File: src/rtl/bp_btb.sv
`default_nettype none
// ============================================================================
//  Module   : bp_btb
//  Purpose  : Direct-mapped branch target buffer with saturating counters,
//             optional gshare indexing and update/mispredict statistics.
//  Revision : 1.0
// ============================================================================
module bp_btb #(
  parameter int WIDTH     = 16,
  parameter int ENTRIES   = 16,
  parameter int CTR_BITS  = 2,
  parameter int GHR_BITS  = 0,
  parameter int STAT_BITS = 16
) (
  input  logic                                 clk,
  input  logic                                 reset,
  input  logic [WIDTH-1:0]                     lookup_pc,
  output logic                                 predict_hit,
  output logic                                 predict_taken,
  output logic [WIDTH-1:0]                     predict_target,
  output logic [((GHR_BITS>0)?GHR_BITS:1)-1:0] predict_ghr,
  input  logic                                 update_valid,
  input  logic [WIDTH-1:0]                     update_pc,
  input  logic [((GHR_BITS>0)?GHR_BITS:1)-1:0] update_ghr,
  input  logic                                 update_taken,
  input  logic [WIDTH-1:0]                     update_target,
  input  logic                                 update_pred_taken,
  output logic [STAT_BITS-1:0]                 stat_updates,
  output logic [STAT_BITS-1:0]                 stat_mispredicts
);

  localparam int IDX  = $clog2(ENTRIES);
  localparam int GW   = (GHR_BITS > 0) ? GHR_BITS : 1;
  localparam int TAGW = WIDTH - IDX - 1;
  localparam logic [CTR_BITS-1:0]  CTR_MAX  = '1;
  localparam logic [CTR_BITS-1:0]  CTR_WT   = CTR_BITS'(1) << (CTR_BITS - 1);
  localparam logic [CTR_BITS-1:0]  CTR_WNT  = CTR_WT - CTR_BITS'(1);
  localparam logic [STAT_BITS-1:0] STAT_MAX = '1;

  logic                 valid_q [ENTRIES];
  logic [TAGW-1:0]      tag_q   [ENTRIES];
  logic [WIDTH-1:0]     tgt_q   [ENTRIES];
  logic [CTR_BITS-1:0]  ctr_q   [ENTRIES];

  logic [GW-1:0]        ghr_q, ghr_d;
  logic [STAT_BITS-1:0] upd_cnt_q, upd_cnt_d;
  logic [STAT_BITS-1:0] mis_cnt_q, mis_cnt_d;

  logic [GW-1:0]        w_lk_hist, w_up_hist;
  logic [IDX-1:0]       w_lk_idx, w_up_idx;
  logic [TAGW-1:0]      w_lk_tag, w_up_tag;
  logic                 w_up_hit;
  logic                 w_unused;

  // Bit 0 of a PC is always zero; history input is meaningless in PC-only mode.
  assign w_unused = ^{lookup_pc[0], update_pc[0], update_ghr};

  generate
    if (GHR_BITS > 0) begin : g_gshare
      assign w_lk_hist = ghr_q;
      assign w_up_hist = update_ghr;
    end else begin : g_pcidx
      assign w_lk_hist = '0;
      assign w_up_hist = '0;
    end

    if (GHR_BITS > 1) begin : g_ghr_multi
      assign ghr_d = update_valid ? {ghr_q[GW-2:0], update_taken} : ghr_q;
    end else if (GHR_BITS == 1) begin : g_ghr_one
      assign ghr_d = update_valid ? update_taken : ghr_q;
    end else begin : g_ghr_none
      assign ghr_d = '0;
    end
  endgenerate

  // History is zero-extended to the index width before the XOR.
  always_comb begin
    w_lk_idx = '0;
    w_up_idx = '0;
    w_lk_idx[GW-1:0] = w_lk_hist;
    w_up_idx[GW-1:0] = w_up_hist;
    w_lk_idx = w_lk_idx ^ lookup_pc[IDX:1];
    w_up_idx = w_up_idx ^ update_pc[IDX:1];
    w_lk_tag = lookup_pc[WIDTH-1:IDX+1];
    w_up_tag = update_pc[WIDTH-1:IDX+1];
  end

  always_comb begin
    predict_hit    = valid_q[w_lk_idx] && (tag_q[w_lk_idx] == w_lk_tag);
    predict_taken  = predict_hit && ctr_q[w_lk_idx][CTR_BITS-1];
    predict_target = predict_hit ? tgt_q[w_lk_idx] : '0;
    predict_ghr    = ghr_q;
    w_up_hit       = valid_q[w_up_idx] && (tag_q[w_up_idx] == w_up_tag);
  end

  always_ff @(posedge clk) begin
    if (reset) begin
      for (int i = 0; i < ENTRIES; i++) begin
        valid_q[i] <= 1'b0;
        tag_q[i]   <= '0;
        tgt_q[i]   <= '0;
        ctr_q[i]   <= CTR_WNT;
      end
    end else if (update_valid) begin
      if (w_up_hit) begin
        if (update_taken) begin
          if (ctr_q[w_up_idx] != CTR_MAX) ctr_q[w_up_idx] <= ctr_q[w_up_idx] + CTR_BITS'(1);
          tgt_q[w_up_idx] <= update_target;
        end else if (ctr_q[w_up_idx] != '0) begin
          ctr_q[w_up_idx] <= ctr_q[w_up_idx] - CTR_BITS'(1);
        end
      end else if (update_taken) begin
        // Taken miss evicts whatever lives at this index.
        valid_q[w_up_idx] <= 1'b1;
        tag_q[w_up_idx]   <= w_up_tag;
        tgt_q[w_up_idx]   <= update_target;
        ctr_q[w_up_idx]   <= CTR_WT;
      end
    end
  end

  always_comb begin
    upd_cnt_d = upd_cnt_q;
    mis_cnt_d = mis_cnt_q;
    if (update_valid && (upd_cnt_q != STAT_MAX)) upd_cnt_d = upd_cnt_q + STAT_BITS'(1);
    if (update_valid && (update_pred_taken != update_taken) && (mis_cnt_q != STAT_MAX))
      mis_cnt_d = mis_cnt_q + STAT_BITS'(1);
  end

  always_ff @(posedge clk) begin
    if (reset) begin
      ghr_q     <= '0;
      upd_cnt_q <= '0;
      mis_cnt_q <= '0;
    end else begin
      ghr_q     <= ghr_d;
      upd_cnt_q <= upd_cnt_d;
      mis_cnt_q <= mis_cnt_d;
    end
  end

  assign stat_updates     = upd_cnt_q;
  assign stat_mispredicts = mis_cnt_q;

endmodule
`default_nettype wire

File: config.mk
export PLATFORM = sky130hd
export DESIGN_NAME = bp_btb
export DESIGN_NICKNAME = d
export VERILOG_FILES = /design/src/rtl/bp_btb.sv
export SDC_FILE = /design/constraint.sdc
export NUM_CORES = 1
export LEC_CHECK = 0
export CORE_ASPECT_RATIO = 1.1
export CORE_MARGIN = 2
export CORE_UTILIZATION = 50
export CTS_BUF_LIST = sky130_fd_sc_hd__clkbuf_4 sky130_fd_sc_hd__clkbuf_8
export CTS_CLUSTER_SIZE = 25
export DETAILED_ROUTE_END_ITERATION = 8
export GPL_TIMING_DRIVEN = 0
export MAX_ROUTING_LAYER = met4
export PLACE_DENSITY_LB_ADDON = 0.1
export SLEW_MARGIN = 20
export SYNTH_ARGS = -nofsm -noshare
export SYNTH_HDL_FRONTEND = slang
export SYNTH_SLANG_ARGS = --single-unit
File: constraint.sdc
create_clock -name clk -period 3.5 [get_ports clk]
set_clock_uncertainty 0.2 [all_clocks]
set_input_delay 0.525 -clock clk [delete_from_list [all_inputs] [get_ports clk]]
set_output_delay 0.525 -clock clk [all_outputs]
set_load 0.05 [all_outputs]
# --- Yosys cells after proc, flatten, opt, wreduce, memory -nomap -nowiden ---
# Memories as Yosys holds them, arrays and structs flattened.
# Cells that the tools add are included.
# W data, S select, Z words.
word_totals:
  reg_bits: 32
  ramBits: 480
  input_bits: 54
  memories: 4
classes:
  add_sub_neg: 4
  eq_ne: 6
  n_mux: 39
  bitwise: 3
  n_reduce_logical: 11
mem_list:
  columns: ["memory", "words", "word_bits", "read_ports", "rd_clocked_by_memory_dff", "write_ports", "line_no", "rtl"]
  rows:
  - ["tgt_q", 16, 16, 1, 0, 16, "42", "logic [WIDTH-1:0] tgt_q [ENTRIES];"]
  - ["tag_q", 16, 11, 2, 0, 16, "41", "logic [TAGW-1:0] tag_q [ENTRIES];"]
  - ["ctr_q", 16, 2, 2, 0, 16, "43", "logic [CTR_BITS-1:0] ctr_q [ENTRIES];"]
  - ["valid_q", 16, 1, 2, 0, 16, "40", "logic valid_q [ENTRIES];"]
op_table:
  columns: ["op", "n"]
  rows:
  - ["$mux W16", 3]
  - ["$add A16 B1 Y16 const B", 2]
  - ["$ne A16 B16 Y1 const B", 2]
  - ["$mux W1", 28]
  - ["$eq A11 B11 Y1", 2]
  - ["$mux W4", 4]
  - ["$reduce_or A16 Y1", 1]
  - ["$mux W11", 1]
  - ["$reduce_or A11 Y1", 1]
  - ["$logic_and A1 B1 Y1", 6]
  - ["$mux W2", 3]
  - ["$or A1 B1 Y1", 3]
  - ["$add A2 B1 Y2 const B", 1]
  - ["$ne A2 B2 Y1 const B", 1]
  - ["$reduce_bool A2 Y1", 1]
  - ["$reduce_or A2 Y1", 1]
  - ["$sub A2 B1 Y2 const B", 1]
  - ["$ne A1 B1 Y1", 1]
  - ["$reduce_or A1 Y1", 1]

# --- Longest topological paths before layout ---
# Gate-level depths: netlist of the first run.
# An unclocked memory read counts as a cell.
logic_depth:
  depth_word: 12
  mapped_depth: 14

# --- Worst setup path after synthesis of the first run ---
# No wires, ideal clock.
synth_path:
  path_type: "in2out"
  start: "in lookup_pc[1]"
  end: "out predict_target[10]"
  t_arrival_ps: 3715
  required_ps: 2775
  slack_ps: -940
  path_stages: 10
  n_path_buf: 4
  cell_sequence: "buf_2 buf_2 mux4_2 mux4_2 xnor2_1 nand4_1 or3_1 clkbuf_1 clkbuf_1 nor2b_1"
synth_between:
  elab_chain_cells: 4
  word_cells_on_any_way: 6
  cone_classes: "eq/ne: 1; mux: 1; reduce/logical: 1; memory: 3"
synth_rtl:
  columns: ["item", "line_no", "rtl"]
  rows:
  - ["from (decl)", "17", "input logic [WIDTH-1:0] lookup_pc,"]
  - ["$mem_v2 Z16 W11", null, null]
  - ["$eq A11 B11 Y1", "89", "predict_hit = valid_q[w_lk_idx] && (tag_q[w_lk_idx] == w_lk_tag);"]
  - ["$logic_and A1 B1 Y1", "89", null]
  - ["$mux W16 (*)", "91", "predict_target = predict_hit ? tgt_q[w_lk_idx] : '0;"]
  - ["to (decl)", "20", "output logic [WIDTH-1:0] predict_target,"]
# Mark *: on every way between the ends. The rest lies on a longest branch, timed or not.

# --- Worst setup path in the final report of the first run ---
layout_path:
  start: "in lookup_pc[2]"
  end: "out predict_target[6]"
# Same word-level chain as after synthesis.

==> flow_summary.toml, run 1 <==
[clocking]
cts_buffers = 86
clock_sinks = 512
insertion_delay_ns = 0.71
clock_path_buffers = 3
root_buffer = "clkbuf_8"
cts_tree = "built"
clk_pin_slew_worst_paths_ns = 0.06
htreeDepth = 3

[floorplan]
std_cell_rows = 87
io-pin-count = 105
die_h_um = 242
die_w_um = 220
start_util_pct = 50.4
core_um2 = 51100
die_area_um2 = 53300

[synthesis]
ys.flop_type = "edfxtp_1"
synth_edf_count = 464
syn_inst = 1854
syn_area_per_cell_um2 = 13.9
synth_top_area_share_pct = 54.2
syn_area_um2 = 25700
ys_warn_count = 0
yosysTopAreaCell = "edfxtp_1"
ys_types = 65
syn-num-nets = 1910
synthTopCellsByArea = "edfxtp_1 54%, mux4_2 17%, dfxtp_1 3.7%"
synthArstFlopShare_pct = 0
ys_seq_area_share_pct = 57.9
synth-seq-cells = 512

[worst_setup_path]
critPathCaptureType = "output pin"
crit_fanout = 10
cpMaxStageDelayCell = "mux4_2"
path_buf_inv = 5
max_stage_delay_ns = 0.51
crit_type = "input port to output pin"
cp.arrival_ns = 3.67
worstPathCellList = "clkbuf_2 -> clkbuf_4 -> mux4_2 -> mux4_2 -> xnor2_2 -> nand4_1 -> or3_4 -> clkbuf_16 -> clkbuf_16 -> nor2b_4 -> buf_8"
critPathLaunchType = "input port"
cp_top_family = "buffers and inverters"
required_ns = 2.77

[sta]
rsz0062_at_grt = "yes"
hold_viol_final = 0
period_needed_ns = 4.40
fin_ws_ns = -0.898
fmax_mhz = 227
drv_slew = 33
post-route-period-util_pct = 126
max_slew_margin_pct = -10.7
setup_viol = 467
fin_setup_tns_ns = -145.95
worst_pin_slew_ns = 1.66

[final_layout]
final_cell_mix = "464 x edfxtp_1, 197 x mux4_2, 148 x and3_1"
final_nets = 2174
layout-area-overhead-vs-synth_pct = 28.3
fill_cells = 3690
final_common_cell = "edfxtp_1"
drive_gt1_share_pct = 36.9

[detailed_routing]
drcViolationCount = 0
drtIter0Drc = 2006
vias_per_cell = 6.47
ant_nets = 0
drt-wirelength-per-cell_um = 31.9
dr_total_vias = 18470
first_pass_iters = 6
wl_mm = 91.1

[pwr]
powerDensity_nw_per_um2 = 437
pwr-share-seq_pct = 49.1
p_int_w = 0.0107
switching_share_pct = 25.8
p_clk_share_pct = 38.5
p_comb_share_pct = 12.4
p_sw_w = 0.00372
power.total_w = 0.0144
p_leak_nw = 11.8
ir_worst_vdd_mv = 0.359

[global_routing]
grt_pass1_wl_mm = 129
grt_pass1_vias = 18300
track_usage_pct = 35.7
grt_overflow = 0
grt_max_degree = 21
antenna_found_initial = 0

[placed_design]
hpwlAfterDp_mm = 58.1
port_buffers = 94
gp_congestion = 0.964

[run_status]
outcome = "finished with violations"
failed_checks = "capacitance limit, slew limit, setup timing"

[flow_run]
drv_cap = 3

[hold_path]
min_path_type = "flop to flop"
[flip-flops by register name, summed over array words and instances, names as in the netlist]
signal            flops
stat_updates         16
valid_q              16
tgt_q               256
stat_mispredicts     16
ctr_q                32
tag_q               176
[cells in the mapped netlist (all sizes together), types with 2 or more instances]
master and n:
edfxtp 464, nor2 240, mux4 197, and3 148, and2 118, clkbuf 115, nand2 77, buf 59
dfxtp 48, o21ai 41, nand3 40, nand2b 36, mux2i 34, nor2b 27, xnor2 24, xor2 23
inv 21, nor3 21, nand4 18, a211o 16, nand4b 13, a21oi 10, or3 9, a211oi 5
a22oi 4, nor3b 4, or2 4, or3b 3, a2111oi 2, a21o 2, a221oi 2, and4 2
ha 2, mux2 2, o2111ai 2, o21a 2, o22ai 2, o2bb2ai 2, o41a 2
[metal layers]
metal  GRT usage [%]  wire length (um)  vias up
li1                -                 -     7630
met3            7.02              8100      380
met4            22.4              7510        0
met1            41.2             31200     9267
met5               -                 0        -
met2            57.0             44400     1193
[timing repair]
| action | CTS | global route |
|---|---|---|
| endpoints found under the hold margin | 0 | 0 |
| setup buffers | 36 | 19 |
| pin swaps | 21 | 31 |
| gates resized for setup | 423 | 392 |
| hold buffers | 0 | 0 |
| setup endpoints to repair | 818 | 721 |
| cloned | 33 | 3 |
[logic make-up (layout without fill, tap and decap cells)]
| kind of cell | after synthesis | count (layout) | share of synthesized area [%] |
|---|---|---|---|
| mux | 233 | 233 | 18.7 |
| fa+ha+maj | 2 | 2 | 0.0973 |
| flops | 512 | 512 | 57.9 |
| xor+xnor | 47 | 47 | 1.60 |
| simple gates | 764 | 781 | 15.5 |
| buf+inv | 196 | 511 | 3.63 |
| other cells | 1 | 2 | 0.0146 |
| compound gates | 99 | 99 | 2.60 |
[per-stage QoR]
| step | std cells | setup WS, ns | utilization (%) | cell area [um2] | hold WS (ns) |
|---|---|---|---|---|---|
| 3_3_place_gp | 2615 | -1.95 | 54.3 | 27700 | 0.276 |
| 5_1_grt | 2853 | -0.923 | 64.6 | 33000 | 0.297 |
| 4_1_cts | 2839 | -0.896 | 61.7 | 31500 | 0.288 |
| 2_1_floorplan | 1854 | -0.232 | - | 25900 | 0.252 |
| 3_5_place_dp | 2615 | -2.03 | 54.3 | 27700 | 0.270 |
| 6_report | 2854 | -0.898 | 64.6 | 33000 | 0.286 |
[final cells by class]
cell class | count | area (um2) | area share (%)
diodes | 1 | 2.50 | 0.00758
flip-flops and latches | 512 | 14900 | 45.1
plain buffers | 172 | 1300 | 3.93
inverters | 22 | 86.3 | 0.262
well taps | 667 | 835 | 2.53
multi-input cells | 1163 | 12100 | 36.7
clock buffers | 98 | 1290 | 3.90
repair buffers | 161 | 2030 | 6.16
clock inverters | 58 | 445 | 1.35
[tightest hold or removal path: cells and delay by family (launching register included)]
kind / cells / cell delay, ns
DFF: 1 / 0.33
AOI/OAI and AO/OA: 1 / 0.06
buffers and inverters: 1 / 0.05
[path summary, 6_finish.rpt]
check | from | endpoint | slack, ns | cells past startpoint
worst max-delay path | lookup_pc[2] | predict_target[6] | -0.90 | 11
worst min-delay path | valid_q[14] | valid_q[14] | 0.29 | 2
worst max register to register | tag_q[15][10] | ctr_q[2][1] | -0.47 | 11
worst min register to register | valid_q[14] | valid_q[14] | 0.29 | 2
[power by group through the flow]
stage	clock (W)	sequential, W	combinational [W]
6_report	0.00555	0.00709	0.00178
5_1_grt	0.00584	0.00711	0.00183
4_1_cts	0.00558	0.00708	0.00166
3_5_place_dp	0	0.00721	0.00153
3_3_place_gp	0	0.00720	0.00152
2_1_floorplan	0	0.00717	0.000959
Note: power is estimated with default switching activity, not from simulation.
==> run 2: changes to the inputs <==
CORE_MARGIN = 5   (was 2)
==> run 2 against run 1 <==
The flow finishes with violations (setup timing); utilization down 0.60 points; register-to-register slack better by 0.21 ns; critical path depth unchanged; routed wire length up 1.6%; largest cell class unchanged; critical path type unchanged; design area down 0.72%; first-iteration DRC count up 6.3%; clock power down 3%; highest routed layer unchanged; non-clock buffer count down 3; maximum frequency up 1.3%; via count up 0.25%; sequential share of layout area up 0.33 points; final cell count down 0.18%.
==> flow_summary.toml, run 2 (synthesized netlist as in run 1, its figures left out) <==
[clocking]
root_buffer = "clkbuf_8"
clock_path_buffers = 3
cts_buffers = 84
hold_buffers = 0
htreeDepth = 3
clk_pin_slew_worst_paths_ns = 0.06
cts_tree = "built"
clock_sinks = 512
insertion_delay_ns = 0.69

[sta]
hold_viol_final = 0
worst_pin_slew_ns = 1.38
rsz0062_at_grt = "yes"
setup_viol = 335
post-route-period-util_pct = 124
max_slew_margin_pct = 8.18
hold_slack_ns = 0.297
fin_ws_ns = -0.840
fin_setup_tns_ns = -48.69
period_needed_ns = 4.34
fmax_mhz = 230
drv_slew = 0

[final_layout]
final_common_cell = "edfxtp_1"
final_cell_mix = "464 x edfxtp_1, 197 x mux4_2, 148 x and3_1"
fill_cells = 3832
largest_register_ffs = 256
regMostFlops = "tgt_q"
final_nets = 2173
regArea_um2 = 14900
layout-area-overhead-vs-synth_pct = 27.4
final_cells = 2849
largestRegisters = "tgt_q (256), tag_q (176), ctr_q (32)"
final_area_um2 = 32800
drive_gt1_share_pct = 36.8
multiInputGateArea_um2 = 12100

[placed_design]
port_buffers = 94
gp_congestion = 0.960
hpwlAfterDp_mm = 59.0
dpl_cell_area_um2 = 27700
placedCellCount = 2615

[global_routing]
grt_pass1_wl_mm = 129
grt_max_degree = 21
antenna_found_initial = 1
grt_pass1_vias = 18569
track_usage_pct = 33.5
grt_overflow = 0

[pwr]
ir_worst_vdd_mv = 0.307
powerDensity_nw_per_um2 = 436
power.total_w = 0.0143
p_leak_nw = 11.6

[run_status]
failed_checks = "setup timing"
outcome = "finished with violations"

[detailed_routing]
ant_nets = 0
vias_per_cell = 6.50
dr_total_vias = 18517
drt-wirelength-per-cell_um = 32.5
first_pass_iters = 6
drcViolationCount = 0
wl_mm = 92.6
drtIter0Drc = 2132

[floorplan]
io-pin-count = 105
std_cell_rows = 87
die_area_um2 = 56100
start_util_pct = 50.3
core_um2 = 51200
die_h_um = 248
die_w_um = 226

[worst_setup_path]
critPathLaunchType = "input port"
crit_type = "input port to output pin"
critPathCaptureType = "output pin"
required_ns = 2.77
crit_fanout = 10
cp.arrival_ns = 3.61

[hold_path]
min_path_type = "flop to flop"

[flow_run]
drv_cap = 0
[run 2: final timing paths]
check / cells past startpoint / endpoint / slack, ns / startpoint
worst min register to register: 2 / valid_q[8] / 0.30 / valid_q[8]
worst max register to register: 10 / ctr_q[11][0] / -0.26 / tag_q[11][10]
worst max-delay path: 11 / predict_taken / -0.84 / lookup_pc[3]
worst min-delay path: 2 / valid_q[8] / 0.30 / valid_q[8]
[run 2: through the flow]
step | util (%) | worst slack, ns
global placement | 54.2 | -1.99
floorplan | - | -0.232
global route | 64.0 | -0.846
detailed placement | 54.2 | -1.96
CTS | 60.9 | -0.859
finish | 64.0 | -0.840
[run 2: critical path: stages]
cell	delay, ns
clkdlybuf4s50_1	0.54
buf_6	0.22
mux4_2	0.34
mux4_2	0.53
xnor2_2	0.17
nand4_1	0.11
buf_4	0.18
or3_4	0.48
buf_4	0.18
nor2b_4	0.15
buf_6	0.18
[run 2: repair_timing]
action,4_1_cts,5_1_grt
pin swaps,21,24
cloned,25,9
endpoints found under the setup margin,806,709
setup buffers,29,30
resized for setup,393,381
endpoints found under the hold margin,0,0
[run 2: power by group]
group          internal (W)  switching [W]  leakage [nW]
Combinational      0.000778        0.00104          5.94
Clock               0.00291        0.00246         0.873
Sequential          0.00696       0.000127          4.82
[run 2: layout make-up]
class / instances / area share, %
Timing Repair Buffer: 164 / 6.10
Sequential cell: 512 / 45.5
Multi-Input combinational cell: 1167 / 36.9
Tap cell: 667 / 2.55
Clock inverter: 33 / 0.787
Buffer: 166 / 3.61
Antenna cell: 1 / 0.00764
Inverter: 22 / 0.264
Clock buffer: 117 / 4.32
[run 2: metal layers]
metal	vias to the layer above	routed length, um	share of wire (%)	global-route usage (%)
met1	9344	31100	34	38.4
met5	-	0	0	-
li1	7616	-	-	-
met4	0	7040	7.6	20.2
met2	1186	46200	50	55.2
met3	371	8210	8.9	6.04
